**config.mk**
```make
export PLATFORM = sky130hd
export DESIGN_NAME = conv_accumulator
export DESIGN_NICKNAME = d
export VERILOG_FILES = /design/src/rtl/lenet_pkg.sv /design/src/rtl/acc_saturate.sv /design/src/rtl/conv_accumulator.sv
export SDC_FILE = /design/constraint.sdc
export NUM_CORES = 1
export LEC_CHECK = 0
export CAP_MARGIN = 20
export CELL_PAD_IN_SITES_DETAIL_PLACEMENT = 0
export CELL_PAD_IN_SITES_GLOBAL_PLACEMENT = 1
export CORE_MARGIN = 1.5
export CORE_UTILIZATION = 38
export DETAILED_ROUTE_END_ITERATION = 16
export GPL_ROUTABILITY_DRIVEN = 0
export GPL_TIMING_DRIVEN = 1
export PLACE_DENSITY_LB_ADDON = 0.3
export SLEW_MARGIN = 25
export SYNTH_ARGS = -nofsm -noshare
export SYNTH_HDL_FRONTEND = slang
export SYNTH_SLANG_ARGS = --single-unit
```
**constraint.sdc**
```tcl
create_clock -name clk -period 3.8 [get_ports clk]
set_clock_uncertainty 0.1 [all_clocks]
set_input_delay 0.76 -clock clk [delete_from_list [all_inputs] [get_ports clk]]
set_output_delay 0.76 -clock clk [all_outputs]
set_load 0.005 [all_outputs]
```
**src/rtl/lenet_pkg.sv**
```systemverilog
`default_nettype none
// ============================================================================
//  Module      : lenet_pkg
//  Description : Shared constants for the LeNet-5 convolution datapath.
//                Holds the word widths, the one-hot accumulator state codes
//                and the Q8.8 saturation limits.
//  Revision    : 1.0 - initial release
// ============================================================================
package lenet_pkg;

    localparam int DATA_WIDTH      = 16;
    localparam int ACC_WIDTH       = 32;
    localparam int FRACTIONAL_BITS = 8;

    // One-hot state codes; LOAD_W is reserved and never entered
    localparam logic [3:0] IDLE        = 4'b0001;
    localparam logic [3:0] LOAD_W      = 4'b0010;
    localparam logic [3:0] CALCULATION = 4'b0100;
    localparam logic [3:0] DONE        = 4'b1000;

    localparam logic [15:0] SAT_MAX = 16'h7FFF;
    localparam logic [15:0] SAT_MIN = 16'h8000;

endpackage
`default_nettype wire

```
**src/rtl/acc_saturate.sv**
```systemverilog
`default_nettype none
// ============================================================================
//  Module      : acc_saturate
//  Description : Clamps a signed accumulator word to a signed DATA_WIDTH
//                result. With RELU_EN defined, negative results become 0.
//                Configuration macro: RELU_EN
//  Revision    : 1.0 - initial release
// ============================================================================
module acc_saturate #(
    parameter int ACC_WIDTH  = 32,
    parameter int DATA_WIDTH = 16
) (
    input  logic signed [ACC_WIDTH-1:0]  i_acc,
    output logic        [DATA_WIDTH-1:0] o_sat
);

    // Largest / smallest representable result, sign-extended to ACC_WIDTH
    localparam logic signed [ACC_WIDTH-1:0] c_max =
        {{(ACC_WIDTH-DATA_WIDTH+1){1'b0}}, {(DATA_WIDTH-1){1'b1}}};
    localparam logic signed [ACC_WIDTH-1:0] c_min =
        {{(ACC_WIDTH-DATA_WIDTH+1){1'b1}}, {(DATA_WIDTH-1){1'b0}}};

    logic [DATA_WIDTH-1:0] w_clamped;

    // Clamp out-of-range sums, then optionally zero negative results
    always_comb begin
        if (i_acc > c_max) begin
            w_clamped = c_max[DATA_WIDTH-1:0];
        end else if (i_acc < c_min) begin
            w_clamped = c_min[DATA_WIDTH-1:0];
        end else begin
            w_clamped = i_acc[DATA_WIDTH-1:0];
        end
`ifdef RELU_EN
        o_sat = w_clamped[DATA_WIDTH-1] ? '0 : w_clamped;
`else
        o_sat = w_clamped;
`endif
    end

endmodule
`default_nettype wire

```
**src/rtl/conv_accumulator.sv**
```systemverilog
`default_nettype none
// ============================================================================
//  Module      : conv_accumulator
//  Description : Sums a window of NUM_TERMS Q8.8 products onto a bias,
//                saturates and presents one result per window via
//                valid/ready. Configuration macro: RELU_EN (in acc_saturate).
//  Revision    : 1.0 - initial release
// ============================================================================
module conv_accumulator #(
    parameter int DATA_WIDTH = lenet_pkg::DATA_WIDTH,
    parameter int ACC_WIDTH  = lenet_pkg::ACC_WIDTH,
    parameter int NUM_TERMS  = 25,
    parameter int CNT_WIDTH  = 5
) (
    input  logic                  clk,
    input  logic                  rst,
    input  logic                  bias_valid,
    input  logic [DATA_WIDTH-1:0] bias_in,
    output logic                  bias_ready,
    input  logic                  prod_valid,
    input  logic [DATA_WIDTH-1:0] prod_in,
    output logic                  prod_ready,
    output logic                  out_valid,
    output logic [DATA_WIDTH-1:0] out_data,
    input  logic                  out_ready,
    output logic                  busy
);
    import lenet_pkg::*;

    localparam logic [CNT_WIDTH-1:0] c_last = CNT_WIDTH'(NUM_TERMS - 1);
    localparam int                   c_ext  = ACC_WIDTH - DATA_WIDTH;

    logic [3:0]            r_state;
    logic [3:0]            w_state_next;
    logic [ACC_WIDTH-1:0]  r_acc;
    logic [CNT_WIDTH-1:0]  r_cnt;
    logic [DATA_WIDTH-1:0] r_out_data;
    logic [ACC_WIDTH-1:0]  w_sum;
    logic [DATA_WIDTH-1:0] w_sat;
    logic                  w_bias_hs;
    logic                  w_prod_hs;

    // Handshake qualifiers and running sum including the offered product
    assign w_bias_hs = bias_valid & bias_ready;
    assign w_prod_hs = prod_valid & prod_ready;
    assign w_sum     = r_acc + {{c_ext{prod_in[DATA_WIDTH-1]}}, prod_in};

    acc_saturate #(
        .ACC_WIDTH  (ACC_WIDTH),
        .DATA_WIDTH (DATA_WIDTH)
    ) u_sat (
        .i_acc (w_sum),
        .o_sat (w_sat)
    );

    // Status outputs depend on the state register only
    assign bias_ready = (r_state == IDLE);
    assign prod_ready = (r_state == CALCULATION);
    assign out_valid  = (r_state == DONE);
    assign busy       = (r_state != IDLE);
    assign out_data   = r_out_data;

    // State register
    always_ff @(posedge clk) begin
        if (rst) begin
            r_state <= IDLE;
        end else begin
            r_state <= w_state_next;
        end
    end

    // Next-state decode; unreachable codes recover to IDLE
    always_comb begin
        w_state_next = r_state;
        case (r_state)
            IDLE:        if (bias_valid) w_state_next = CALCULATION;
            CALCULATION: if (prod_valid && (r_cnt == c_last)) w_state_next = DONE;
            DONE:        if (out_ready) w_state_next = IDLE;
            default:     w_state_next = IDLE;
        endcase
    end

    // Accumulator, term counter and result register
    always_ff @(posedge clk) begin
        if (rst) begin
            r_acc      <= '0;
            r_cnt      <= '0;
            r_out_data <= '0;
        end else if (w_bias_hs) begin
            r_acc <= {{c_ext{bias_in[DATA_WIDTH-1]}}, bias_in};
            r_cnt <= '0;
        end else if (w_prod_hs) begin
            r_acc <= w_sum;
            r_cnt <= r_cnt + CNT_WIDTH'(1);
            if (r_cnt == c_last) begin
                r_out_data <= w_sat;
            end
        end
    end

endmodule
`default_nettype wire
```
; Yosys cells after proc, flatten, opt, wreduce, memory -nomap -nowiden
; Cells that the tools add are included.
[word_totals]
register_bits = 57
inputBits = 37
output_inout_bits = 20
[classes]
add_sub_neg = 2
n_lt_le_gt_ge = 2
eq_ne = 8
muxes = 8
bitwise_logic = 3
reduce_logical = 5
[ops]
columns = operator, n
row1 = $mux 32, 2
row2 = $add 32x32->32, 1
row3 = $gt 32x16->1 const B, 1
row4 = $lt 32x16->1 const B, 1
row5 = $mux 16, 2
row6 = $mux 4, 3
row7 = $pmux 4 s3, 1
row8 = $reduce_and 3->1, 2
row9 = $add 5x1->5 const B, 1
row10 = $eq 5x5->1 const B, 1
row11 = $eq 4x1->1 const B, 1
row12 = $eq 4x3->1 const B, 1
row13 = $eq 4x4->1 const B, 1
row14 = $ne 2x1->1 const B, 2
row15 = $ne 4x1->1 const B, 1
row16 = $and 1x1->1, 2
row17 = $ne 2x2->1 const B, 1
row18 = $reduce_bool 2->1, 1
row19 = $reduce_or 2->1, 1
row20 = $logic_and 1x1->1, 1
row21 = $not 1->1, 1

; Depth between registers and ports, before layout
; Gate-level depths: netlist (run 1).
[logic_depth]
depth_word = 4
ltp_mapped = 13
mapped_depth_nobuf = 12

; Hierarchy
; Synthesis (run 1) repeated with hierarchy kept, for this count alone.
[unflattened]
hier_cells = 564
area_unflattened_um2 = 4450.5
[modules_own_cells]
columns = mod, instances, cells_per_inst, area_per_inst_um2
row1 = conv_accumulator, 1, 536, 4219.0
row2 = acc_saturate, 1, 28, 231.5

; Worst setup path before layout (run 1)
; OpenSTA, ideal clock, no wires.
[synth_path]
path_type = input port to flip-flop
from = in prod_in[0]
to = reg r_out_data[9] (netlist: out_data[9])
setup_ns = 0.080
arrival_ns = 3.920
required_ns = 3.620
path_slack_ns = -0.300
cell_stages = 13
cell_sequence = ha_1 > fa_1 > a21o_1 > a221oi_2 > o211a_4 > nor2_1 > a311oi_1 > nand4_1 > or4b_4 > nor4_4 > buf_6 > o21ai_1 > a211oi_2
[synth_between]
elab_chain_len = 4
word_cells_on_any_way = 5
classes_between = add/sub (1) / order compare (2) / mux (2)
[synth_rtl]
columns = element, line_no
row1 = "start, declared", conv_accumulator.sv:21  ; input logic [DATA_WIDTH-1:0] prod_in,
row2 = $add 32x32->32 *, conv_accumulator.sv:46  ; assign w_sum = r_acc + {{c_ext{prod_in[DATA_WIDTH-1]}}, prod_in};
row3 = $lt 32x16->1, acc_saturate.sv:29  ; end else if (i_acc < c_min) begin
row4 = $mux 16, acc_saturate.sv:29
row5 = $mux 16 *, acc_saturate.sv:27  ; if (i_acc > c_max) begin
row6 = "end signal, assigned", conv_accumulator.sv:96  ; r_out_data <= w_sat;
row7 = "end, declared", conv_accumulator.sv:37  ; logic [DATA_WIDTH-1:0] r_out_data;
; Mark *: on every way between the ends. The rest lies on a longest branch, timed or not.
; A chain may end at the register's enable or synchronous reset.

; Final worst setup path (run 1)
[layout_path]
from = in prod_in[8]
to = reg r_out_data[10] (netlist: out_data[10])
; Same word-level chain as after synthesis.

==> results.cfg, run 1 <==
[status]
outcome = finished, violations left
violations = setup timing

[logic_synthesis]
synth_fa_ha_area_share_pct = 9.99
postSynth.asyncResetShare_pct = 0
synth_area_leader_cell = dfxtp_1
synthMuxAreaShare_pct = 0.751
synthSimpleGateAreaFrac_pct = 22.3
synth-seq-area-share_pct = 25.9
synth_area_leaders = dfxtp_1 26%, ha_1 9.5%, a21oi_1 6.2%
yosysWarnings = 0
synthFlopType = dfxtp_1
syn_area_um2 = 4330
synth_edf_count = 0
synth_xor_area_share_pct = 5.86
ys_seq_elements = 56
synth_top_area_share_pct = 25.9
syn_nets = 623
syn_avg_cell_area_um2 = 7.85
synth_cell_types = 63
synth_top_family_by_area = compound AO/OA/AOI/OAI gates
synth_compound_area_share_pct = 30.7
synth_cells = 552

[setup_path]
start_kind = input port
path_max_fanout = 6
cp-end-kind = flop
reg2reg_depth = 14
cp.arrival_ns = 4.02
cp_data_required_time_ns = 3.87
crit_type = in -> reg

[layout]
fin_nets = 812
final_cell_mix = 153 x buf_4, 66 x nand2_1, 56 x dfxtp_1
drive_above_1_share_pct = 37.2
area_growth_pct = 62.2
n_antenna_cell = 0
final_common_cell = buf_4
fill_cells = 924

[power]
p_leak_uw = 0.00278
p_per_area_nw_per_um2 = 315
ir_drop_uv = 291

[clock_network]
clock_latency_ns = 0.30
cts_buffers = 5
root_buffer = clkbuf_16
cts_tree = done
hold_buffers = 0
clk_pin_slew_ns = 0.07
cts.sinks = 56
cts_htree_levels = 2
cts_max_path_buffers = 2

[global_route]
grt_start_max_net_pins = 41
grt_pass1_vias = 4983
antenna_found_initial = 0
grt_usage_pct = 26.3
grt_overflow_total = 0
grt_pass1_wl_um = 24700

[timing]
slew_headroom_pct = 52.3
grt_setup_unrepaired = true
worst_slack_ns = -0.149
fmax_ghz = 0.253
hold_viol = 0
fin_tns_setup_ns = -1.69
slew_violations = 0
worstMarginPinSlew_ns = 0.716
min_period_ns = 3.95
period_share_pct = 104
hold_slack_ns = 0.391
setup_viol = 15

[floorplanning]
pin_count = 57
die_h_um = 110
start_util_pct = 39.5
std_cell_rows = 38
die_area_um2 = 12100
core_um2 = 11000
die_x_um = 110

[detailed_routing]
wl_um = 15300
route.detailed.drc = 0
first_iter_violations = 281
postRouteAntennaNets = 0
drtPass1Iterations = 5
vias = 4966
post_drt_wl_per_cell_um = 17.3
via_per_inst = 5.63

[flow_run]
drv_cap = 0

[place]
port_buffers = 56
dp_hpwl_um = 10700

[min_path]
hp-class = reg -> reg
hold_depth = 2
-- per-stage QoR --
stage | power [uW] | utilization (%) | cell area (um^2) | setup slack, ns | std cells
6_report | 2210 | 64.0 | 7030 | -0.149 | 882
5_1_grt | 2320 | 64.0 | 7030 | -0.280 | 882
4_1_cts | 2160 | 62.5 | 6870 | -0.158 | 873
3_5_place_dp | 1460 | 54.1 | 5950 | -0.986 | 842
3_3_place_gp | 1450 | 54.1 | 5950 | -0.937 | 842
2_1_floorplan | 1090 | - | 4390 | -0.0600 | 552
-- final timing paths --
check                                             from                   endpoint  slack [ns]
worst max-delay path                        prod_in[8]  out_data[10]$_SDFFE_PP0P_       -0.15
worst min-delay path            r_acc[29]$_SDFFE_PP0P_     r_acc[29]$_SDFFE_PP0P_        0.39
worst max register to register   r_acc[0]$_SDFFE_PP0P_  out_data[10]$_SDFFE_PP0P_        0.08
worst min register to register  r_acc[29]$_SDFFE_PP0P_     r_acc[29]$_SDFFE_PP0P_        0.39
-- power breakdown --
group	total [uW]	switching, uW	leakage (uW)	internal [uW]
registers	645	29.8	0.000457	615
clock network	547	232	0.0000815	315
logic	1020	501	0.00224	521
total	2210	763	0.00278	1450
-- cells in the mapped netlist, drive strengths merged (2+ instances only) --
library cell and number:
a2111oi 2, a211o 4, a211oi 23, a21o 12, a21oi 56, a221oi 8
a22oi 16, a311oi 2, a31oi 12, and2 9, and3 4, and4b 2
buf 14, clkbuf 23, dfxtp 56, ha 33, inv 7, mux2 2
nand2 68, nand2b 4, nand3 8, nand3b 4, nand4 15, nor2 47
nor2b 2, nor3 4, nor3b 5, nor4 5, o211ai 5, o21a 7
o21ai 34, o21bai 5, or2 2, or3 6, or4 3, xnor2 16
xor2 13
-- kinds of logic after synthesis --
group,count (synthesis)
compound gates,194
simple gates,192
flops,56
buf+inv,44
fa+ha+maj,34
xor+xnor,29
mux,3
-- repair_timing --
item | 4_1_cts | 5_1_grt
setup endpoints to repair | 17 | 15
buffers inserted | 22 | 9
pin swaps | 56 | 34
resized for setup | 115 | 24
gates cloned | 2 | 1
-- cell type report --
| cell class | instances | area [um^2] | share of cell area (%) |
|---|---|---|---|
| clock buffer | 6 | 129 | 1.83 |
| tap | 140 | 175 | 2.49 |
| timing repair buffer | 219 | 1860 | 26.5 |
| multi-input combinational | 452 | 3680 | 52.3 |
| clock inverter | 2 | 38.8 | 0.552 |
| sequential | 56 | 1120 | 15.9 |
| inverter | 7 | 26.3 | 0.374 |
-- routing by layer --
layer | vias to the layer above | wire length, um | GRT usage (%)
met4 | 0 | 484 | 9.65
met2 | 135 | 7540 | 46.2
met1 | 2374 | 6660 | 32.7
li1 | 2422 | - | -
met3 | 35 | 597 | 3.44
met5 | - | 0 | 0
-- sequential cells by signal, summed over array words and instances, names as in the netlist --
register,flops
out_data,16
r_cnt,5
r_state,3
r_acc,32
-- worst max-delay path, cell delays in order --
cell           delay (ns)
dlygate4sd2_1        0.26
ha_4                 0.29
buf_4                0.13
nand4_1              0.12
o211a_4              0.29
buf_4                0.14
or4_4                0.53
a31oi_4              0.22
buf_6                0.12
buf_4                0.10
o21a_1               0.10
o2111a_1             0.22
nand4b_1             0.21
a21oi_4              0.29
clkbuf_16            0.19
a211oi_2             0.06
(Power assumes the default switching activity.)
==> inputs of run 2 (changes only) <==
--- a/config.mk
+++ b/config.mk
@@ -8,6 +8,7 @@
 export CAP_MARGIN = 20
 export CELL_PAD_IN_SITES_DETAIL_PLACEMENT = 0
 export CELL_PAD_IN_SITES_GLOBAL_PLACEMENT = 1
+export CORE_ASPECT_RATIO = 1.4
 export CORE_MARGIN = 1.5
 export CORE_UTILIZATION = 38
 export DETAILED_ROUTE_END_ITERATION = 16
==> run 2 against run 1 <==
The run still ends with setup timing left. Core utilization fell by 1.2 points. Critical path type unchanged. Clock-buffer cell count is 1 lower. Register-to-register slack gained 0.12 ns. Hold slack got worse by 0.0045 ns. Sequential power barely moved. Sequential share of layout area is essentially flat.
==> results.cfg, run 2 (same netlist as run 1, synthesis figures left out) <==
[place]
dpl_worst_slack_ns = -0.916
place_inst = 840
port_buffers = 56
dp_hpwl_um = 11400

[layout]
drive_above_1_share_pct = 38.4
fin_util_pct = 62.8
fill_cells = 975
final_cell_mix = 137 x buf_4, 65 x nand2_1, 56 x dfxtp_1
n_antenna_cell = 0
area.sequential_um2 = 1120
final_common_cell = buf_4
fin_nets = 799
largest_register_ffs = 32
top_register = r_acc
multiInputGateArea_um2 = 3780
instances_no_fill = 873
area_growth_pct = 62.6

[setup_path]
crit_slowest_cell = or4_4
cp-end-kind = flop
crit_type = in -> reg
path_max_fanout = 7
cp.depth = 17
start_kind = input port
path_buf_inv = 7
critical_path.top_delay_family = compound AO/OA/AOI/OAI gates
crit_chain = buf_8, buf_8, ha_4, nand4_4, or4_4, buf_12, a211oi_4, buf_4, buf_4, o211ai_1, a21oi_1, a211oi_2, xnor2_2, a21oi_2, buf_4, buf_12, a211oi_2
cp_data_required_time_ns = 3.92
reg2reg_depth = 15
path_common_cell = buf_4
cp.arrival_ns = 4.00
crit_path_max_incr_delay_ns = 0.58

[status]
outcome = finished, violations left
violations = setup timing

[floorplanning]
std_cell_rows = 46
start_util_pct = 38.6
core_um2 = 11200
die_area_um2 = 12100
die_h_um = 129
die_x_um = 93.3
pin_count = 57

[global_route]
grt_overflow_total = 0
antenna_found_initial = 0
grt_pass1_vias = 5204
grt_usage_pct = 27.0
grt_start_max_net_pins = 31
grt_pass1_wl_um = 25400

[clock_network]
clock_latency_ns = 0.30
hold_buffers = 0
cts.sinks = 56
cts_max_path_buffers = 2
root_buffer = clkbuf_16
cts_tree = done
cts_htree_levels = 2
clk_pin_slew_ns = 0.08
cts_buffers = 5

[timing]
min_period_ns = 3.88
grt_setup_unrepaired = true
worstMarginPinSlew_ns = 0.793
period_share_pct = 102
fin_tns_setup_ns = -0.650
worst_slack_ns = -0.0829
hold_viol = 0
slew_violations = 0
fmax_ghz = 0.258
slew_headroom_pct = 47.0
setup_viol = 13

[detailed_routing]
postRouteAntennaNets = 0
wl_um = 15900
drtPass1Iterations = 6
first_iter_violations = 212
via_per_inst = 5.69
vias = 4970
route.detailed.drc = 0
post_drt_wl_per_cell_um = 18.2

[power]
p_leak_uw = 0.00274
p_per_area_nw_per_um2 = 309
ir_drop_uv = 231

[min_path]
hp-class = reg -> reg
hold_depth = 2

[flow_run]
drv_cap = 0
run 2: worst paths after layout:
kind | from | slack (ns) | end
worst min-delay path | r_acc[29]$_SDFFE_PP0P_ | 0.39 | r_acc[29]$_SDFFE_PP0P_
worst min register to register | r_acc[29]$_SDFFE_PP0P_ | 0.39 | r_acc[29]$_SDFFE_PP0P_
worst max register to register | r_acc[1]$_SDFFE_PP0P_ | 0.20 | out_data[10]$_SDFFE_PP0P_
worst max-delay path | prod_in[15] | -0.08 | out_data[4]$_SDFFE_PP0P_
run 2: power by group:
part / internal [uW] / leakage, uW / total, uW / switching [uW]
sequential: 615 / 0.000457 / 646 / 30.6
combinational: 516 / 0.00221 / 1030 / 515
clock: 251 / 0.0000708 / 502 / 252
run 2: worst min-delay path: stages (launching register included):
cell and delay, ns:
dfxtp_1 0.32, nand2_1 0.05, a31oi_1 0.07
run 2: repair_timing:
item	in CTS	in global routing
buffers inserted	17	8
endpoints found under the setup margin	17	15
pin swaps	66	29
cloned	3	0
resized for setup	134	24
run 2: through the flow:
stage	power, uW	instance area [um^2]	hold WS (ns)
detailed placement	1470	5920	0.375
global placement	1460	5920	0.359
floorplan	1090	4390	0.340
global route	2290	7050	0.417
finish	2180	7050	0.386
CTS	2130	6870	0.387
run 2: layout make-up:
class | count | share of cell area [%]
inverter | 7 | 0.373
sequential | 56 | 15.9
clock buffer | 5 | 1.77
tap | 144 | 2.56
timing repair buffer | 206 | 25.4
clock inverter | 3 | 0.355
multi-input combinational | 452 | 53.7
run 2: metal layers:
| layer | vias to the layer above | GRT usage, % | part of all wire, % |
|---|---|---|---|
| li1 | 2397 | - | - |
| met1 | 2361 | 28.3 | 38 |
| met2 | 150 | 49.4 | 52 |
| met3 | 62 | 3.35 | 2.9 |
| met4 | 0 | 18.7 | 6.9 |
| met5 | - | 0 | 0 |
==> inputs of run 3 (changes only) <==
--- a/config.mk
+++ b/config.mk
@@ -12,9 +12,10 @@
 export CORE_MARGIN = 1.5
 export CORE_UTILIZATION = 38
 export DETAILED_ROUTE_END_ITERATION = 16
-export GPL_ROUTABILITY_DRIVEN = 0
+export GPL_ROUTABILITY_DRIVEN = 1
 export GPL_TIMING_DRIVEN = 1
 export PLACE_DENSITY_LB_ADDON = 0.3
+export SKIP_LAST_GASP = 1
 export SLEW_MARGIN = 25
 export SYNTH_ARGS = -nofsm -noshare
 export SYNTH_HDL_FRONTEND = slang
==> run 3 against run 2 <==
Largest power group unchanged. Sequential cell count is the same. Clock power grew 7.6%. Total power grew 1.6%. Critical path type unchanged. Sequential share of layout area grew 0.12 points. Non-clock buffer count shrank 3. The flow still finishes with violations (setup timing).
==> results.cfg, run 3 (same netlist as run 1, synthesis figures left out) <==
[timing]
fmax_ghz = 0.256
worst_slack_ns = -0.101
slew_headroom_pct = 51.5
hold_viol = 0
setup_viol = 13
min_period_ns = 3.90
hold_slack_ns = 0.380
fin_tns_setup_ns = -0.798
slew_violations = 0
worstMarginPinSlew_ns = 0.726
grt_setup_unrepaired = true
period_share_pct = 103

[status]
violations = setup timing
outcome = finished, violations left

[floorplanning]
die_x_um = 93.3
die_h_um = 129
std_cell_rows = 46
start_util_pct = 38.6
pin_count = 57
die_area_um2 = 12100
core_um2 = 11200

[layout]
drive_above_1_share_pct = 37.2
final_cell_mix = 135 x buf_4, 66 x nand2_1, 56 x dfxtp_1
largest_register_ffs = 32
top_register = r_acc
final_common_cell = buf_4
fin_nets = 796
fill_cells = 984
instances_no_fill = 870
n_antenna_cell = 0
multiInputGateArea_um2 = 3750
area.sequential_um2 = 1120
area_growth_pct = 61.4

[place]
place_inst = 843
gp_congestion = 0.943
dpl_worst_slack_ns = -0.852
dp_hpwl_um = 11700
port_buffers = 56

[setup_path]
cp-end-kind = flop
cp_data_required_time_ns = 3.88
crit_chain = buf_6, ha_4, fa_2, a21o_1, a221oi_4, o211a_4, a211o_1, a311oi_2, buf_4, a2111oi_4, buf_4, o2111a_1, nand4b_1, a21oi_2, buf_4, clkbuf_16, a211oi_2
path_max_fanout = 6
path_buf_inv = 5
crit_path_max_incr_delay_ns = 0.34
crit_type = in -> reg
start_kind = input port
path_common_cell = buf_4
critical_path.top_delay_family = compound AO/OA/AOI/OAI gates
cp.arrival_ns = 3.98
crit_slowest_cell = a221oi_4

[clock_network]
clk_pin_slew_ns = 0.07
cts_max_path_buffers = 2
clock_latency_ns = 0.30
root_buffer = clkbuf_16
cts_htree_levels = 2
cts.sinks = 56
cts_tree = done
hold_buffers = 0
cts_buffers = 5

[min_path]
hp-class = reg -> reg

[detailed_routing]
first_iter_violations = 297
drtPass1Iterations = 5
postRouteAntennaNets = 0
wl_um = 15600
via_per_inst = 5.64
post_drt_wl_per_cell_um = 17.9
route.detailed.drc = 0
vias = 4905

[global_route]
grt_pass1_wl_um = 24700
grt_pass1_vias = 5031
antenna_found_initial = 0
grt_overflow_total = 0
grt_start_max_net_pins = 36
grt_usage_pct = 26.3

[power]
p_leak_uw = 0.00274
p_per_area_nw_per_um2 = 317
ir_drop_uv = 238

[flow_run]
drv_cap = 0
run 3: cell count changes in the layout (fill, tap and decap cells not counted), moves of 3 or more:
cell	change
buf_6	+4
o21ai_0	-5
ha_4	-4
clkdlybuf4s15_1	-4
a21oi_4	-3
o21ai_4	+3
ha_1	+4
dlygate4sd2_1	+4
o21ai_1	+3
run 3: power by group:
part           internal, uW  switching, uW  total, uW
registers               615           31.1        646
logic                   511            517       1030
clock network           315            226        540
total                  1440            774       2210
run 3: path summary, 6_finish.rpt:
| check | from | endpoint | slack (ns) | cells after the start |
|---|---|---|---|---|
| worst min-delay path | out_data[0]$_SDFFE_PP0P_ | out_data[0]$_SDFFE_PP0P_ | 0.38 | 2 |
| worst min register to register | out_data[0]$_SDFFE_PP0P_ | out_data[0]$_SDFFE_PP0P_ | 0.38 | 2 |
| worst max register to register | r_acc[0]$_SDFFE_PP0P_ | out_data[12]$_SDFFE_PP0P_ | 0.09 | 16 |
| worst max-delay path | prod_in[0] | out_data[12]$_SDFFE_PP0P_ | -0.10 | 17 |
run 3: routing by layer:
metal  up-vias  GRT usage [%]  part of all wire, %
li1       2393              -                    -
met1      2349           27.5                   37
met2       116           49.7                   54
met3        47           3.29                  2.7
met4         0           15.1                  5.5
met5         -              0                    0
run 3: through the flow:
step / power, uW / util [%] / instance area (um^2)
floorplan: 1090 / - / 4390
global placement: 1470 / 52.9 / 5940
detailed placement: 1480 / 52.9 / 5940
CTS: 2180 / 61.1 / 6860
global route: 2330 / 62.3 / 7000
finish: 2210 / 62.3 / 7000
run 3: final cells by class:
cell class                 instances  share of cell area (%)
inverter                           7                   0.376
multi-input combinational        452                    53.5
timing repair buffer             203                    25.1
clock buffer                       6                    1.84
clock inverter                     2                   0.554
tap                              144                    2.58
sequential                        56                    16.0
run 3: timing repair:
item	in CTS	in global routing
gates resized for setup	127	29
endpoints found under the setup margin	17	15
cloned	3	0
pin swaps	58	30
setup buffers	14	3
run 3: tightest hold or removal path: cells and delay by family, from the launching register on:
family / cells / cell delay (ns)
flops: 1 / 0.31
simple gates: 1 / 0.07
compound gates: 1 / 0.05
==> RTL edit, RTL diff (flow settings as in run 2) <==
Build with the macro `RELU_EN` defined.
--- a/src/rtl/acc_saturate.sv
+++ b/src/rtl/acc_saturate.sv
@@ -7,4 +7,6 @@
 //  Revision    : 1.0 - initial release
 // ============================================================================
+`define RELU_EN
+
 module acc_saturate #(
     parameter int ACC_WIDTH  = 32,
Formal check against the unedited RTL: same outputs for any inputs over 10 cycles, from zero or initial values and one cycle with rst high; that may be too few to reach the edited logic, so the function may still have changed.
==> RTL edit against run 2 <==
Die area up 0.17%. Routed wire length is 13% lower. Cell area fell by 14%. Sequential cell count decreased by 1. Utilization decreased by 8.9 points. Highest routed layer unchanged. Total power is 11% lower. Area after synthesis grew 0.17%. Register-to-register slack improved by 0.46 ns. Worst setup slack improved by 0.19 ns. Combinational power shrank 21%.
==> RTL edit: results (changes against run 2) <==
Worst setup path
  • CP max FO: 8 (was 7)
  • Delay-heaviest family, CP: buffers and inverters (was compound AO/OA/AOI/OAI gates)
  • Flop2flop setup slack: 0.66 ns (was 0.20 ns)
  • Worst path max stage delay: 0.45 ns (was 0.58 ns)
  • Worst Setup EP: out_data[7]$_SDFFE_PP0P_ (was out_data[4]$_SDFFE_PP0P_)
  • Slowest CP cell: clkdlybuf4s50_1 (was or4_4)
  • R2r worst-path depth: 12 (was 15)
  • RR Startpoint: r_acc[10]$_SDFFE_PP0P_ (was r_acc[1]$_SDFFE_PP0P_)

Min path
  • Hold Path End: r_acc[0]$_SDFFE_PP0P_ (was r_acc[29]$_SDFFE_PP0P_)
  • Hold Startpoint: r_acc[0]$_SDFFE_PP0P_ (was r_acc[29]$_SDFFE_PP0P_)

Power
  • Max VDD drop: 0.0001766 V (was 0.0002313 V)
  • Leakage: 0.002540 uW (was 0.002740 uW)

Placed design
  • Placed cell count: 835 (was 840)
  • HPWL after DPL: 10.73 mm (was 11.40 mm)
  • Placed Area: 0.005724 mm^2 (was 0.005918 mm^2)

Drt
  • Routed len/inst: 16.38 um (was 18.23 um)
  • Initial DRC count: 275 (was 212)
  • Routed length on met2: 7.580 mm (was 8.270 mm)
  • M1 WL: 5.547 mm (was 6.087 mm)
  • Drt pass-1 iters: 5 (was 6)
  • Routed met3 length: 355 um (was 462 um)
  • Vias: 4670 (was 4970)

Timing
  • Setup TNS: 0 ns (was -0.6502 ns)
  • WHS: 0.3686 ns (was 0.3861 ns)
  • Slew headroom: 46.09% (was 47.03%)

Global routing
  • Global Route met3 Usage: 2.054% (was 3.345%)
  • First-pass GRT wire length: 21.83 mm (was 25.41 mm)
  • GRT Total Usage: 22.86% (was 27.02%)

Yosys
  • Count of cell types in the netlist: 69 (was 63)
  • Syn nets: 634 (was 623)
  • Largest cells by area after synthesis: dfxtp_1, ha_1, a21oi_1 (unchanged)
  • Commonest cells in the netlist: a21oi_1, nand2_1, dfxtp_1 (was nand2_1, dfxtp_1, a21oi_1)
  • Synthesized instance count: 563 (was 552)

Layout
  • NumNets Final: 773 (was 799)
  • Share of layout cells above drive strength 1: 22.76% (was 38.41%)

Outcome
  • Status: complete, no violations (was finished with violations)
==> RTL edit: what timing repair did <==
item	4_1_cts	5_1_grt
endpoints found under the setup margin	14	15
gates cloned	0	1
buffers inserted	0	3
gates resized for setup	1	22
pin swaps	0	14
==> RTL edit: final cells by class <==
class                      count  area [um^2]
clock buffer                   5        125.1
clock inverter                 3        27.53
fill                        1064         5172
inverter                      15        56.30
multi-input combinational    463         3159
sequential                    55         1101
tap                          144        180.2
timing repair buffer         162         1401
==> RTL edit: cell families after synthesis <==
logic type / count (synthesis) / share of synthesized area, %
AND/OR/NAND/NOR: 198 / 22.88
AO/OA/AOI/OAI: 196 / 30.03
flip-flops: 55 / 25.36
buffers and inverters: 45 / 4.668
adder cells (fa/ha/maj): 34 / 9.971
XOR/XNOR: 31 / 6.254
multiplexers: 3 / 0.7493
other: 1 / 0.08637
==> RTL edit: where the power goes <==
part           total (uW)  switching [uW]  internal [uW]
Sequential            625            19.8            605
Clock                 495             242            252
Combinational         811             432            379
Total                1930             694           1240
